### src/rtl/sram_like_arbiter.sv
// Two-master sram-like arbiter: instruction and data ports share one downstream
// sram-like port, with exactly one transaction outstanding at a time.
module sram_like_arbiter #(
  parameter bit RR_EN = 1'b0
) (
  input  logic        clk,
  input  logic        resetn,
  input  logic        inst_req,
  input  logic        inst_wr,
  input  logic [1:0]  inst_size,
  input  logic [31:0] inst_addr,
  input  logic [3:0]  inst_wstrb,
  input  logic [31:0] inst_wdata,
  output logic        inst_addr_ok,
  output logic        inst_data_ok,
  output logic [31:0] inst_rdata,
  input  logic        data_req,
  input  logic        data_wr,
  input  logic [1:0]  data_size,
  input  logic [31:0] data_addr,
  input  logic [3:0]  data_wstrb,
  input  logic [31:0] data_wdata,
  output logic        data_addr_ok,
  output logic        data_data_ok,
  output logic [31:0] data_rdata,
  output logic        m_req,
  output logic        m_wr,
  output logic [1:0]  m_size,
  output logic [31:0] m_addr,
  output logic [3:0]  m_wstrb,
  output logic [31:0] m_wdata,
  input  logic        m_addr_ok,
  input  logic        m_data_ok,
  input  logic [31:0] m_rdata
);

  typedef enum logic [1:0] {IDLE, ADDR, DATA} state_t;
  typedef enum logic {OWN_INST, OWN_DATA} owner_t;

  state_t r_state;
  owner_t r_owner;
  owner_t r_last_owner;

  logic w_grant_data;
  logic w_sel_data;
  logic w_active;
  logic w_addr_hs;
  logic w_data_hs;

  // NOTE: every always_comb output gets a default first so no path can infer a latch.
  always_comb begin
    w_grant_data = data_req;
    if (RR_EN && inst_req && data_req)
      w_grant_data = (r_last_owner == OWN_INST);
  end

  // In IDLE the live grant steers the mux; once granted, the owner stays locked.
  assign w_sel_data = (r_state == IDLE) ? w_grant_data : (r_owner == OWN_DATA);
  assign w_active   = resetn && (((r_state == IDLE) && (inst_req || data_req)) ||
                                 (r_state == ADDR));
  assign w_addr_hs  = w_active && m_addr_ok;
  assign w_data_hs  = resetn && (r_state == DATA) && m_data_ok;

  assign m_req   = w_active;
  assign m_wr    = w_sel_data ? data_wr    : inst_wr;
  assign m_size  = w_sel_data ? data_size  : inst_size;
  assign m_addr  = w_sel_data ? data_addr  : inst_addr;
  assign m_wstrb = w_sel_data ? data_wstrb : inst_wstrb;
  assign m_wdata = w_sel_data ? data_wdata : inst_wdata;

  assign inst_addr_ok = w_addr_hs && !w_sel_data;
  assign data_addr_ok = w_addr_hs &&  w_sel_data;
  assign inst_data_ok = w_data_hs && (r_owner == OWN_INST);
  assign data_data_ok = w_data_hs && (r_owner == OWN_DATA);
  assign inst_rdata   = m_rdata;
  assign data_rdata   = m_rdata;

  // NOTE: sequential state uses non-blocking assignments only.
  always_ff @(posedge clk) begin
    if (!resetn) begin
      r_state      <= IDLE;
      r_owner      <= OWN_INST;
      r_last_owner <= OWN_INST;
    end else begin
      case (r_state)
        IDLE: begin
          if (inst_req || data_req) begin
            r_owner <= owner_t'(w_grant_data);
            if (m_addr_ok) begin
              r_last_owner <= owner_t'(w_grant_data);
              r_state      <= DATA;
            end else begin
              r_state <= ADDR;
            end
          end
        end
        ADDR: begin
          if (m_addr_ok) begin
            r_last_owner <= r_owner;
            r_state      <= DATA;
          end
        end
        DATA: begin
          if (m_data_ok)
            r_state <= IDLE;
        end
        default: r_state <= IDLE;
      endcase
    end
  end

endmodule

### config.mk
export PLATFORM = sky130hd
export DESIGN_NAME = sram_like_arbiter
export DESIGN_NICKNAME = d
export VERILOG_FILES = /design/src/rtl/sram_like_arbiter.sv
export SDC_FILE = /design/constraint.sdc
export NUM_CORES = 1
export LEC_CHECK = 0
export ABC_AREA = 1
export BUFFER_PORTS_ARGS = -buffer_cell sky130_fd_sc_hd__buf_2
export CAP_MARGIN = 0
export CORE_AREA = 5 5 122 124
export CTS_BUF_LIST = sky130_fd_sc_hd__clkbuf_4 sky130_fd_sc_hd__clkbuf_8
export DETAILED_ROUTE_END_ITERATION = 8
export DIE_AREA = 0 0 127 129
export GPL_TIMING_DRIVEN = 0
export PLACE_DENSITY = 0.5
export SLEW_MARGIN = 0
export SYNTH_ARGS = -nofsm -noshare
export SYNTH_HDL_FRONTEND = slang
export SYNTH_SLANG_ARGS = --single-unit
### constraint.sdc
create_clock -name clk -period 1.85 [get_ports clk]
set_clock_uncertainty 0.15 [all_clocks]
set_input_delay 0.185 -clock clk [delete_from_list [all_inputs] [get_ports clk]]
set_output_delay 0.185 -clock clk [all_outputs]
set_load 0.1 [all_outputs]
After elaboration in Yosys (flattened, before gate mapping)
Cells that the tools add are included.
{ "word_totals": {"reg_bits": 3, "in_bits": 180, "out_inout_bits": 140, "elab_cells": 34} }
{ "op_classes": {"eq_ne": 5, "muxes": 11, "bitwise": 1, "n_reduce_logical": 15} }
{ "ops": {"columns": ["cell", "count"], "rows": [
  ["32-bit 2-to-1 mux", 2],
  ["2-bit 2-to-1 mux", 5],
  ["1-bit logical AND", 9],
  ["2-bit case mux with 3 select lines", 1],
  ["4-bit 2-to-1 mux", 1],
  ["2-bit != test, second input constant", 2],
  ["3-bit AND reduction", 1],
  ["2-bit by 1-bit == test with 1-bit output, second input constant", 1],
  ["2-bit == test, second input constant", 1],
  ["2-bit logical NOT", 1],
  ["1-bit logical OR", 2],
  ["1-bit 2-to-1 mux", 2],
  ["2-bit by 1-bit != test with 1-bit output, second input constant", 1],
  ["2-bit AND reduction", 1],
  ["1-bit logical NOT", 1],
  ["1-bit NOT", 1]
]} }

Depth between registers and ports, before layout
Gate-level depths: netlist (run 1).
{ "logic_depth": {"ltp_word": 6, "mapped_depth": 7, "mapped_depth_nobuf": 6} }

Worst setup path after synthesis (run 1)
No wires, ideal clock.
{ "synth_timing": {"path_type": "register to output", "from": "register r_state[1]", "to": "output inst_addr_ok", "arrival_time_ns": 2.095, "required_ns": 1.515, "path_slack_ns": -0.580, "stages_incl_launch_ff": 6, "path_buffers": 1, "cell_sequence": "dfxtp_1 nor2_1 nand2_1 nand2_4 buf_6 nor2_1"} }
{ "synth_via": {"elab_chain_len": 6, "word_cells_on_any_way": 9, "classes_between": "eq/ne (1); mux (1); reduce/logical (7)"} }
{ "synth_lines": {"columns": ["item", "line", "rtl"], "rows": [
  ["start, declared", "40", "state_t r_state;"],
  ["start signal, assigned", "81", "r_state <= IDLE;"],
  ["start signal, assigned", "91", "r_state <= DATA;"],
  ["start signal, assigned", "93", "r_state <= ADDR;"],
  ["2-bit logical NOT", "58, 59", null],
  ["1-bit logical AND", "59", "assign w_active = resetn && (((r_state == IDLE) && (inst_req || data_req)) ||"],
  ["1-bit logical OR", "59", null],
  ["1-bit logical AND", "59", null],
  ["1-bit logical AND", "61", "assign w_addr_hs = w_active && m_addr_ok;"],
  ["1-bit logical AND *", "71", "assign inst_addr_ok = w_addr_hs && !w_sel_data;"],
  ["end, declared", "14", "output logic inst_addr_ok,"]
]} }
Mark *: on every way between the ends. The rest lies on a longest branch, timed or not.

Worst setup path after layout (run 1)
{ "layout_timing": {"from": "register r_state[1]", "to": "output m_addr[28]"} }
{ "layout_via": {"elab_chain_len": 3} }
{ "layout_lines": {"columns": ["item", "line", "rtl"], "rows": [
  ["2-bit logical NOT", "58", "assign w_sel_data = (r_state == IDLE) ? w_grant_data : (r_owner == OWN_DATA);"],
  ["1-bit 2-to-1 mux", "58", null],
  ["32-bit 2-to-1 mux", "67", "assign m_addr = w_sel_data ? data_addr : inst_addr;"],
  ["end, declared", "29", "output logic [31:0] m_addr,"]
]} }
Every way passes these cells.

==> flow_summary.yaml, run 1 <==
power_and_ir_drop:
  power_frac_seq: 0.017
  p_comb_frac: 0.938
  internal-power_w: 0.00158
  switching_share: 0.653
  vdd_drop_max_mv: 0.476
  p_leak_nw: 2.74
  p_sw_w: 0.00298
  p_per_area_nw_per_um2: 946
  p_clk_frac: 0.045
placed_design:
  portBuffers: 287
  dp_hpwl_mm: 8.39
  place_area_um2: 3470
  gp_congestion: 0.757
global_routing:
  grtUsageTotal: 0.113
  antenna_found_initial: 0
  grt-ovfl-total: 0
  grt_max_degree: 11
  first_global_vias: 3054
  grt_pass1_wl_mm: 15.0
sta:
  hold_viol_final: 0
  setup_viol: 0
  relSlewSlack: 0.669
  setup_tns_ps: 0
  worstMarginPinSlew_ps: 501
  rsz0062_at_grt: "yes"
  post-route-period-util: 0.991
  max_freq_ghz: 0.546
  slew_viol_final: 0
  min_period_ps: 1830
finish:
  antennaDiodeCount: 0
  final_nets: 807
  mostFrequentLayoutCells: "buf_2, nand2_1, nand2_2"
  areaGrowthSynthToFinish_pct: 197
  final_common_cell: "buf_2"
  drive_gt1_frac: 0.744
  final_area_um2: 4820
worst_setup_path:
  worstSetupEndpointType: "output port"
  worstPathMaxFanout: 6
  cp-start-kind: "flop"
  r2r_cells: 6
  critPathCapture: "m_addr[28]"
  r2r-start: "r_state[1]$_SDFFE_PN0P_"
  worstReg2RegEnd: "r_owner$_SDFFE_PN0P_"
  cp.required_ps: 1510
  worstPathArrival_ps: 1500
  r2r_slack_ps: 750
  worst-setup-path-type: "flop to output port"
  crit_start: "r_state[1]$_SDFFE_PN0P_"
yosys:
  synthXorXnorAreaFrac: 0
  syn-num-nets: 510
  ys_ff_latch: 3
  yosysSeqAreaShare: 0.0370
  yosys.area.top_type: "nand2_1"
  synth_warnings: 0
  synth_top_family_by_area: "simple AND/OR/NAND/NOR gates"
  yosysTopAreaCellShare: 0.515
  avgSynthCellArea_um2: 4.92
  synth_area_leaders: "nand2_1, buf_4, dfxtp_1, buf_6, inv_1"
  synth_adder_area_share: 0
  synth-simple-area-share: 0.569
  synth_mux_area_frac: 0
  synth_cells: 330
  synth-compound-area-share: 0.00308
  synthDistinctLibCells: 14
  synth_area_um2: 1620
drt:
  vias: 2968
  initialDrtViolationCount: 25
  wl_per_cell_um: 13.2
  drt_wl_total_mm: 10.7
  vias_per_cell: 3.68
  drtAntennaViolNets: 0
  drc: 0
  drt_first_pass_iters: 4
floorplanning:
  dieArea_um2: 16400
  io_pins: 320
  core-area_um2: 13700
  die_w_um: 127
  die_y_um: 129
  row_count: 43
  initial_utilization: 0.119
clock_network:
  cts.clk_slew.worst_paths_ps: 30
  cts_sinks: 3
  h-tree-depth: 1
  cts_hold_buf: 0
  root_buffer: "clkbuf_8"
  cts_tree: "built"
  cts_made_buffers: 3
  clockBufferDepth: 2
  clk_latency_ps: 210
job:
  maxCapViolations: 0
outcome:
  outcome: "complete, no violations"
min_path:
  hp-class: "primary input to flop"
metrics by stage:
stage	setup WS (ps)	instances	hold slack, ps	power, W	utilization
CTS	-32.8	805	50.8	0.00444	0.338
floorplan	-266	330	133	0.00287	-
detailed placement	-193	797	278	0.00341	0.254
global placement	-193	797	272	0.00341	0.254
global route	-54.4	806	49.9	0.00472	0.353
finish	17.2	806	61.4	0.00456	0.353
power by group through the flow:
stage	Combinational [W]	Clock [W]	Sequential, W
2_1_floorplan	0.00279	0	0.0000757
3_3_place_gp	0.00333	0	0.0000768
3_5_place_dp	0.00333	0	0.0000767
4_1_cts	0.00415	0.000212	0.0000796
5_1_grt	0.00442	0.000220	0.0000802
6_report	0.00428	0.000204	0.0000796
logic make-up (layout without fill, tap and decap cells):
group / count (synthesis) / in the layout
flops: 3 / 3
compound gates: 1 / 1
simple gates: 240 / 242
buf+inv: 86 / 380
worst max-delay path, stage by stage (launching register included):
cell	delay (ps)
dfxtp_4	350
nor2_4	150
nand2_4	110
nand2_8	130
buf_12	110
buf_16	110
nand2_2	50
nand2_2	80
buf_12	180
synth_stat cells:
master	number
nor2_1	7
dfxtp_1	3
inv_1	7
buf_6	5
nand3_1	4
buf_4	73
nor3_1	1
o21ai_0	1
and2_1	2
nand4_1	1
nand2_2	1
nand2_4	1
nand2_1	223
inv_2	1
timing repair:
item / CTS / global route
gates resized for setup: 286 / 46
cloned: 3 / 0
buffers inserted: 1 / 1
pin swaps: 6 / 3
setup endpoints to repair: 73 / 71
state kept, by name, indices dropped and copies added, names as in the netlist:
signal,cells
r_owner,1
r_state,2
how the worst min path moves through the flow:
stage           start                    to  slack (ps)  depth (start not counted)
6_report       resetn  r_owner$_SDFFE_PN0P_          60                          3
4_1_cts        resetn  r_owner$_SDFFE_PN0P_          50                          3
3_3_place_gp   resetn  r_owner$_SDFFE_PN0P_         270                          3
5_1_grt        resetn  r_owner$_SDFFE_PN0P_          50                          3
2_1_floorplan  resetn  r_owner$_SDFFE_PN0P_         130                          2
3_5_place_dp   resetn  r_owner$_SDFFE_PN0P_         280                          3
layer usage:
metal	wire, um	GRT usage	share of wire	vias up
li1	-	-	-	1515
met5	0	0	0	-
met4	127	0.0158	0.012	0
met3	1270	0.0357	0.12	12
met2	5590	0.214	0.52	200
met1	3680	0.125	0.35	1241
final cells by class:
| cell class | count | area (um^2) |
|---|---|---|
| inverter | 8 | 30.0 |
| clock buffer | 4 | 48.8 |
| buffer | 78 | 649 |
| tap | 180 | 225 |
| timing repair buffer | 290 | 2560 |
| fill | 1441 | 8840 |
| sequential | 3 | 66.3 |
| multi-input combinational | 243 | 1250 |
(Power assumes the default switching activity.)
==> inputs of run 2 (changes only) <==
--- a/config.mk
+++ b/config.mk
@@ -5,7 +5,6 @@
 export SDC_FILE = /design/constraint.sdc
 export NUM_CORES = 1
 export LEC_CHECK = 0
-export ABC_AREA = 1
 export BUFFER_PORTS_ARGS = -buffer_cell sky130_fd_sc_hd__buf_2
 export CAP_MARGIN = 0
 export CORE_AREA = 5 5 122 124
@@ -13,7 +12,7 @@
 export DETAILED_ROUTE_END_ITERATION = 8
 export DIE_AREA = 0 0 127 129
 export GPL_TIMING_DRIVEN = 0
-export PLACE_DENSITY = 0.5
+export PLACE_DENSITY = 0.49
 export SLEW_MARGIN = 0
 export SYNTH_ARGS = -nofsm -noshare
 export SYNTH_HDL_FRONTEND = slang
==> run 2 against run 1 <==
Effect of this change:
- the run now ends with setup timing left
- count of clock-buffer cells in the layout is the same
- highest routed layer unchanged
- sequential cell count stayed put
- sequential power down 2.9%
- largest power group unchanged
- combinational power down 19%
- utilization down 3.5 points
- largest cell class unchanged
- via count down 22%
- hold slack got worse by 54 ps
- critical endpoint is now m_wdata[16]
- cell count down 20%
- critical path depth is 2 lower
- synthesized cell count is 51% lower
- die area did not move
- global-route usage fell by 2.9 points
==> flow_summary.yaml, run 2 <==
yosys:
  synth_cells: 161
  avgSynthCellArea_um2: 9.26
  yosys.area.top_type: "mux2_2"
  synth.most_common_cell: "mux2_2"
  synth_edf_count: 0
  synthDistinctLibCells: 20
  synthArstFlopShare: 0
  ys_ff_latch: 3
  synth_ff_type: "dfxtp_1"
  synth_area_um2: 1490
  syn-num-nets: 341
  yosysSeqAreaShare: 0.0403
  netlist_top_cells_count: "mux2_2, buf_4, buf_2, mux2_1, dfxtp_1"
  yosysTopAreaCellShare: 0.491
  synth_area_leaders: "mux2_2, buf_4, mux2_1, dfxtp_1, buf_2"
  synth_warnings: 0
sta:
  hold_viol_final: 0
  setup_viol: 73
  rsz0062_at_grt: "yes"
  slew_viol_final: 0
  post-route-period-util: 1.17
  max_freq_ghz: 0.461
  relSlewSlack: 0.672
  setup_tns_ps: -21570
  layout_setup_ws_ps: -320
  worstMarginPinSlew_ps: 495
  min_period_ps: 2170
finish:
  final_core_util: 0.318
  antennaDiodeCount: 0
  largest_reg_flops: 2
  top_regs: "r_state: 2 flops, r_owner: 1 flops"
  areaGrowthSynthToFinish_pct: 191
  largest_register: "r_state"
  drive_gt1_frac: 0.981
  final_nets: 644
  final_common_cell: "buf_2"
  final_area_um2: 4340
  instances_no_fill: 643
  n_fill_cell: 1391
  mostFrequentLayoutCells: "buf_2, buf_4, buf_6"
clock_network:
  cts_made_buffers: 3
  root_buffer: "clkbuf_8"
  clk_latency_ps: 210
  cts_tree: "built"
  cts_sinks: 3
  clockBufferDepth: 2
  cts.clk_slew.worst_paths_ps: 30
  h-tree-depth: 1
placed_design:
  place_area_um2: 3250
  placed_cells: 628
  portBuffers: 287
  dp_hpwl_mm: 6.91
  gp_congestion: 0.824
  dp_worst_setup_slack_ps: -696
min_path:
  hp-class: "primary input to flop"
  hold_end: "r_state[0]$_SDFFE_PN0P_"
  worstHoldStart: "m_addr_ok"
  hold_depth: 2
global_routing:
  grt_max_degree: 11
  grt-ovfl-total: 0
  grtUsageTotal: 0.0833
  first_global_vias: 2518
  grt_pass1_wl_mm: 11.4
  antenna_found_initial: 0
floorplanning:
  die_w_um: 127
  dieArea_um2: 16400
  die_y_um: 129
  row_count: 43
  initial_utilization: 0.109
  io_pins: 320
  core-area_um2: 13700
power_and_ir_drop:
  p_leak_nw: 2.39
  p_per_area_nw_per_um2: 859
  vdd_drop_max_mv: 0.373
drt:
  wl_per_cell_um: 13.0
  vias_per_cell: 3.59
  vias: 2308
  drc: 0
  initialDrtViolationCount: 8
  drt_first_pass_iters: 3
  drtAntennaViolNets: 0
  drt_wl_total_mm: 8.34
worst_setup_path:
  cp-start-kind: "flop"
  crit_start: "r_state[1]$_SDFFE_PN0P_"
  worstPathArrival_ps: 1830
  worstReg2RegEnd: "r_state[0]$_SDFFE_PN0P_"
  worst-setup-path-type: "flop to output port"
  worstSetupEndpointType: "output port"
  r2r-start: "r_state[0]$_SDFFE_PN0P_"
  cp.required_ps: 1510
  worstPathMaxFanout: 10
  r2r_cells: 4
  r2r_slack_ps: 460
outcome:
  violations: "setup timing"
  outcome: "complete, but fails checks"
job:
  maxCapViolations: 0
run 2: layout make-up:
cell class | instances | area [um^2] | area share
Buffer | 71 | 606 | 0.139
Clock buffer | 4 | 48.8 | 0.0112
Multi-Input combinational cell | 87 | 1090 | 0.252
Sequential cell | 3 | 67.6 | 0.0156
Tap cell | 180 | 225 | 0.0519
Timing Repair Buffer | 298 | 2300 | 0.530
run 2: how the worst max path moves through the flow:
stage / to / slack, ps / depth (start not counted)
detailed placement: m_wdata[10] / -700 / 5
global placement: m_wdata[10] / -650 / 5
CTS: m_wdata[5] / -320 / 6
finish: m_wdata[16] / -320 / 6
global route: m_wdata[7] / -370 / 6
floorplan: data_data_ok / -210 / 2
run 2: critical path, cell delays in order (launching register included):
cell and delay (ps):
dfxtp_4 340, nor2_4 140, mux2i_4 290, buf_12 170, buf_8 140, mux2_2 350, buf_6 190
run 2: kinds of logic after synthesis:
kind of cell,after synthesis,share of synthesized area
mux,72,0.552
flops,3,0.0403
simple gates,12,0.0479
compound gates,3,0.0143
buf+inv,71,0.346
run 2: where the power goes:
| part | internal (W) | total, W | switching (W) |
|---|---|---|---|
| clock | 0.000161 | 0.000204 | 0.0000421 |
| combinational | 0.00112 | 0.00345 | 0.00233 |
| sequential | 0.0000703 | 0.0000773 | 0.00000701 |
run 2: metrics by stage:
stage	hold slack [ps]	power, W
global route	16.0	0.00384
detailed placement	238	0.00291
global placement	229	0.00291
floorplan	107	0.00249
CTS	3.12	0.00357
finish	7.14	0.00373
run 2: routing by layer:
layer  share of wire  track usage  vias up
met5               0            0        -
li1                -            -     1103
met2            0.56        0.169      174
met1            0.30       0.0838     1027
met3            0.13       0.0249        4
met4          0.0062       0.0158        0
run 2: what timing repair did:
item,in CTS,in global routing
gates cloned,0,2
resized for setup,209,50
pin swaps,1,2
endpoints found under the setup margin,73,74
setup buffers,6,3
hold buffers,0,0
==> inputs of run 3 (changes only) <==
==> constraint.sdc (replaced) <==
create_clock -name clk -period 1.85 [get_ports clk]
set_clock_uncertainty 0.15 [all_clocks]
set_input_delay 0.0925 -clock clk [delete_from_list [all_inputs] [get_ports clk]]
set_output_delay 0.0925 -clock clk [all_outputs]
set_load 0.1 [all_outputs]
==> run 3 against run 2 <==
Effect of this change:
- register-to-register slack about the same
- global-route usage increased by 0.40 points
- the flow still finishes with violations (setup timing)
- final area decreased by 0.46%
- sequential power increased by 4.7%
- first-iteration DRC count increased to 3.0 times the previous value
- fmax increased by 3.8%
- non-clock buffer count decreased by 5
- cell count decreased by 0.62%
- worst setup slack improved by 80 ps
- critical path depth unchanged
==> flow_summary.yaml, run 3 (synthesis results as in run 2) <==
floorplanning:
  die_w_um: 127
  die_y_um: 129
  core-area_um2: 13700
  io_pins: 320
  dieArea_um2: 16400
  row_count: 43
  initial_utilization: 0.109
sta:
  setup_viol: 72
  relSlewSlack: 0.669
  max_freq_ghz: 0.479
  layout_setup_ws_ps: -240
  worstMarginPinSlew_ps: 499
  slew_viol_final: 0
  rsz0062_at_grt: "yes"
  post-route-period-util: 1.13
  hold_viol_final: 0
  min_period_ps: 2090
worst_setup_path:
  worstPathMaxFanout: 10
  max_stage_delay_ps: 350
  worstSetupEndpointType: "output port"
  critPathTopFamily: "multiplexers"
  crit_top_cell: "buf_12"
  worst-setup-path-type: "flop to output port"
  path_buf_inv: 3
  cp_slowest_cell: "mux2_2"
  crit_chain: "nor2_4 -> mux2i_4 -> buf_12 -> buf_12 -> mux2_2 -> buf_6"
  worstPathArrival_ps: 1850
  cp-start-kind: "flop"
  cp.required_ps: 1610
clock_network:
  clockBufferDepth: 2
  cts_made_buffers: 3
  root_buffer: "clkbuf_8"
  cts_sinks: 3
  cts_tree: "built"
  clk_latency_ps: 220
  cts.clk_slew.worst_paths_ps: 30
  h-tree-depth: 1
drt:
  wl_per_cell_um: 13.5
  drtAntennaViolNets: 0
  vias: 2249
  drc: 0
  initialDrtViolationCount: 24
  drt_wl_total_mm: 8.60
  drt_first_pass_iters: 4
  vias_per_cell: 3.52
power_and_ir_drop:
  p_per_area_nw_per_um2: 867
  power_w: 0.00375
  vdd_drop_max_mv: 0.383
  p_leak_nw: 2.37
outcome:
  outcome: "complete, but fails checks"
  violations: "setup timing"
placed_design:
  dp_worst_setup_slack_ps: -566
  dp_hpwl_mm: 7.25
  gp_congestion: 0.821
  portBuffers: 287
  placed_cells: 628
  place_area_um2: 3230
global_routing:
  grtUsageTotal: 0.0874
  antenna_found_initial: 1
  first_global_vias: 2447
  grt_pass1_wl_mm: 11.6
  grt_max_degree: 11
  grt-ovfl-total: 0
finish:
  largest_reg_flops: 2
  largest_register: "r_state"
  n_fill_cell: 1420
  mostFrequentLayoutCells: "buf_2, buf_4, mux2_4, buf_12, buf_6"
  instances_no_fill: 639
  final_area_um2: 4320
  areaGrowthSynthToFinish_pct: 190
  final_nets: 639
  drive_gt1_frac: 0.976
  top_regs: "r_state: 2 flops, r_owner: 1 flops"
  final_common_cell: "buf_2"
job:
  maxCapViolations: 0
min_path:
  hp-class: "primary input to flop"
==> run 3: timing repair <==
action | CTS | global route
endpoints found under the setup margin | 73 | 74
gates resized for setup | 241 | 35
endpoints found under the hold margin | 2 | 0
hold buffers | 2 | 0
pin swaps | 1 | 0
buffers inserted | 4 | 0
==> run 3: worst register-to-register path, cell delays in order, from the launching register on <==
cell and delay, ps:
dfxtp_2 350, or3_1 400, and3b_2 260, nor2b_1 130
==> run 3: worst paths after layout <==
check                                from                       to  slack (ps)  depth (start not counted)
setup / recovery  r_state[1]$_SDFFE_PN0P_              m_wdata[18]        -240                          6
hold reg to reg   r_state[1]$_SDFFE_PN0P_  r_state[1]$_SDFFE_PN0P_         350                          2
setup reg to reg  r_state[0]$_SDFFE_PN0P_  r_state[0]$_SDFFE_PN0P_         450                          3
hold / removal                   data_req     r_owner$_SDFFE_PN0P_          20                          2
==> run 3: layout make-up <==
type | count | area, um^2 | area share
Clock buffer | 4 | 48.8 | 0.0113
Sequential cell | 3 | 62.6 | 0.0145
Timing Repair Buffer | 293 | 2280 | 0.528
Buffer | 71 | 611 | 0.141
Antenna cell | 1 | 2.50 | 0.000579
Tap cell | 180 | 225 | 0.0521
Multi-Input combinational cell | 87 | 1090 | 0.253
==> run 3: through the flow <==
step                hold slack [ps]  TNS, ps   util
global placement                161   -34170  0.236
CTS                            17.1   -15500  0.305
finish                         16.0   -15110  0.316
global route                   15.1   -18800  0.316
detailed placement              162   -36420  0.236
floorplan                      14.1    -6820      -
==> run 3: power breakdown <==
group	leakage (nW)	internal, W	switching, W
sequential	0.0255	0.0000716	0.00000937
clock	0.0262	0.000162	0.0000461
combinational	2.32	0.00112	0.00234
==> run 3: per-layer routing <==
layer  GRT usage  wire length (um)
met3      0.0216               754
met2       0.182              5230
met4      0.0132                45
met5           0                 0
met1      0.0879              2560
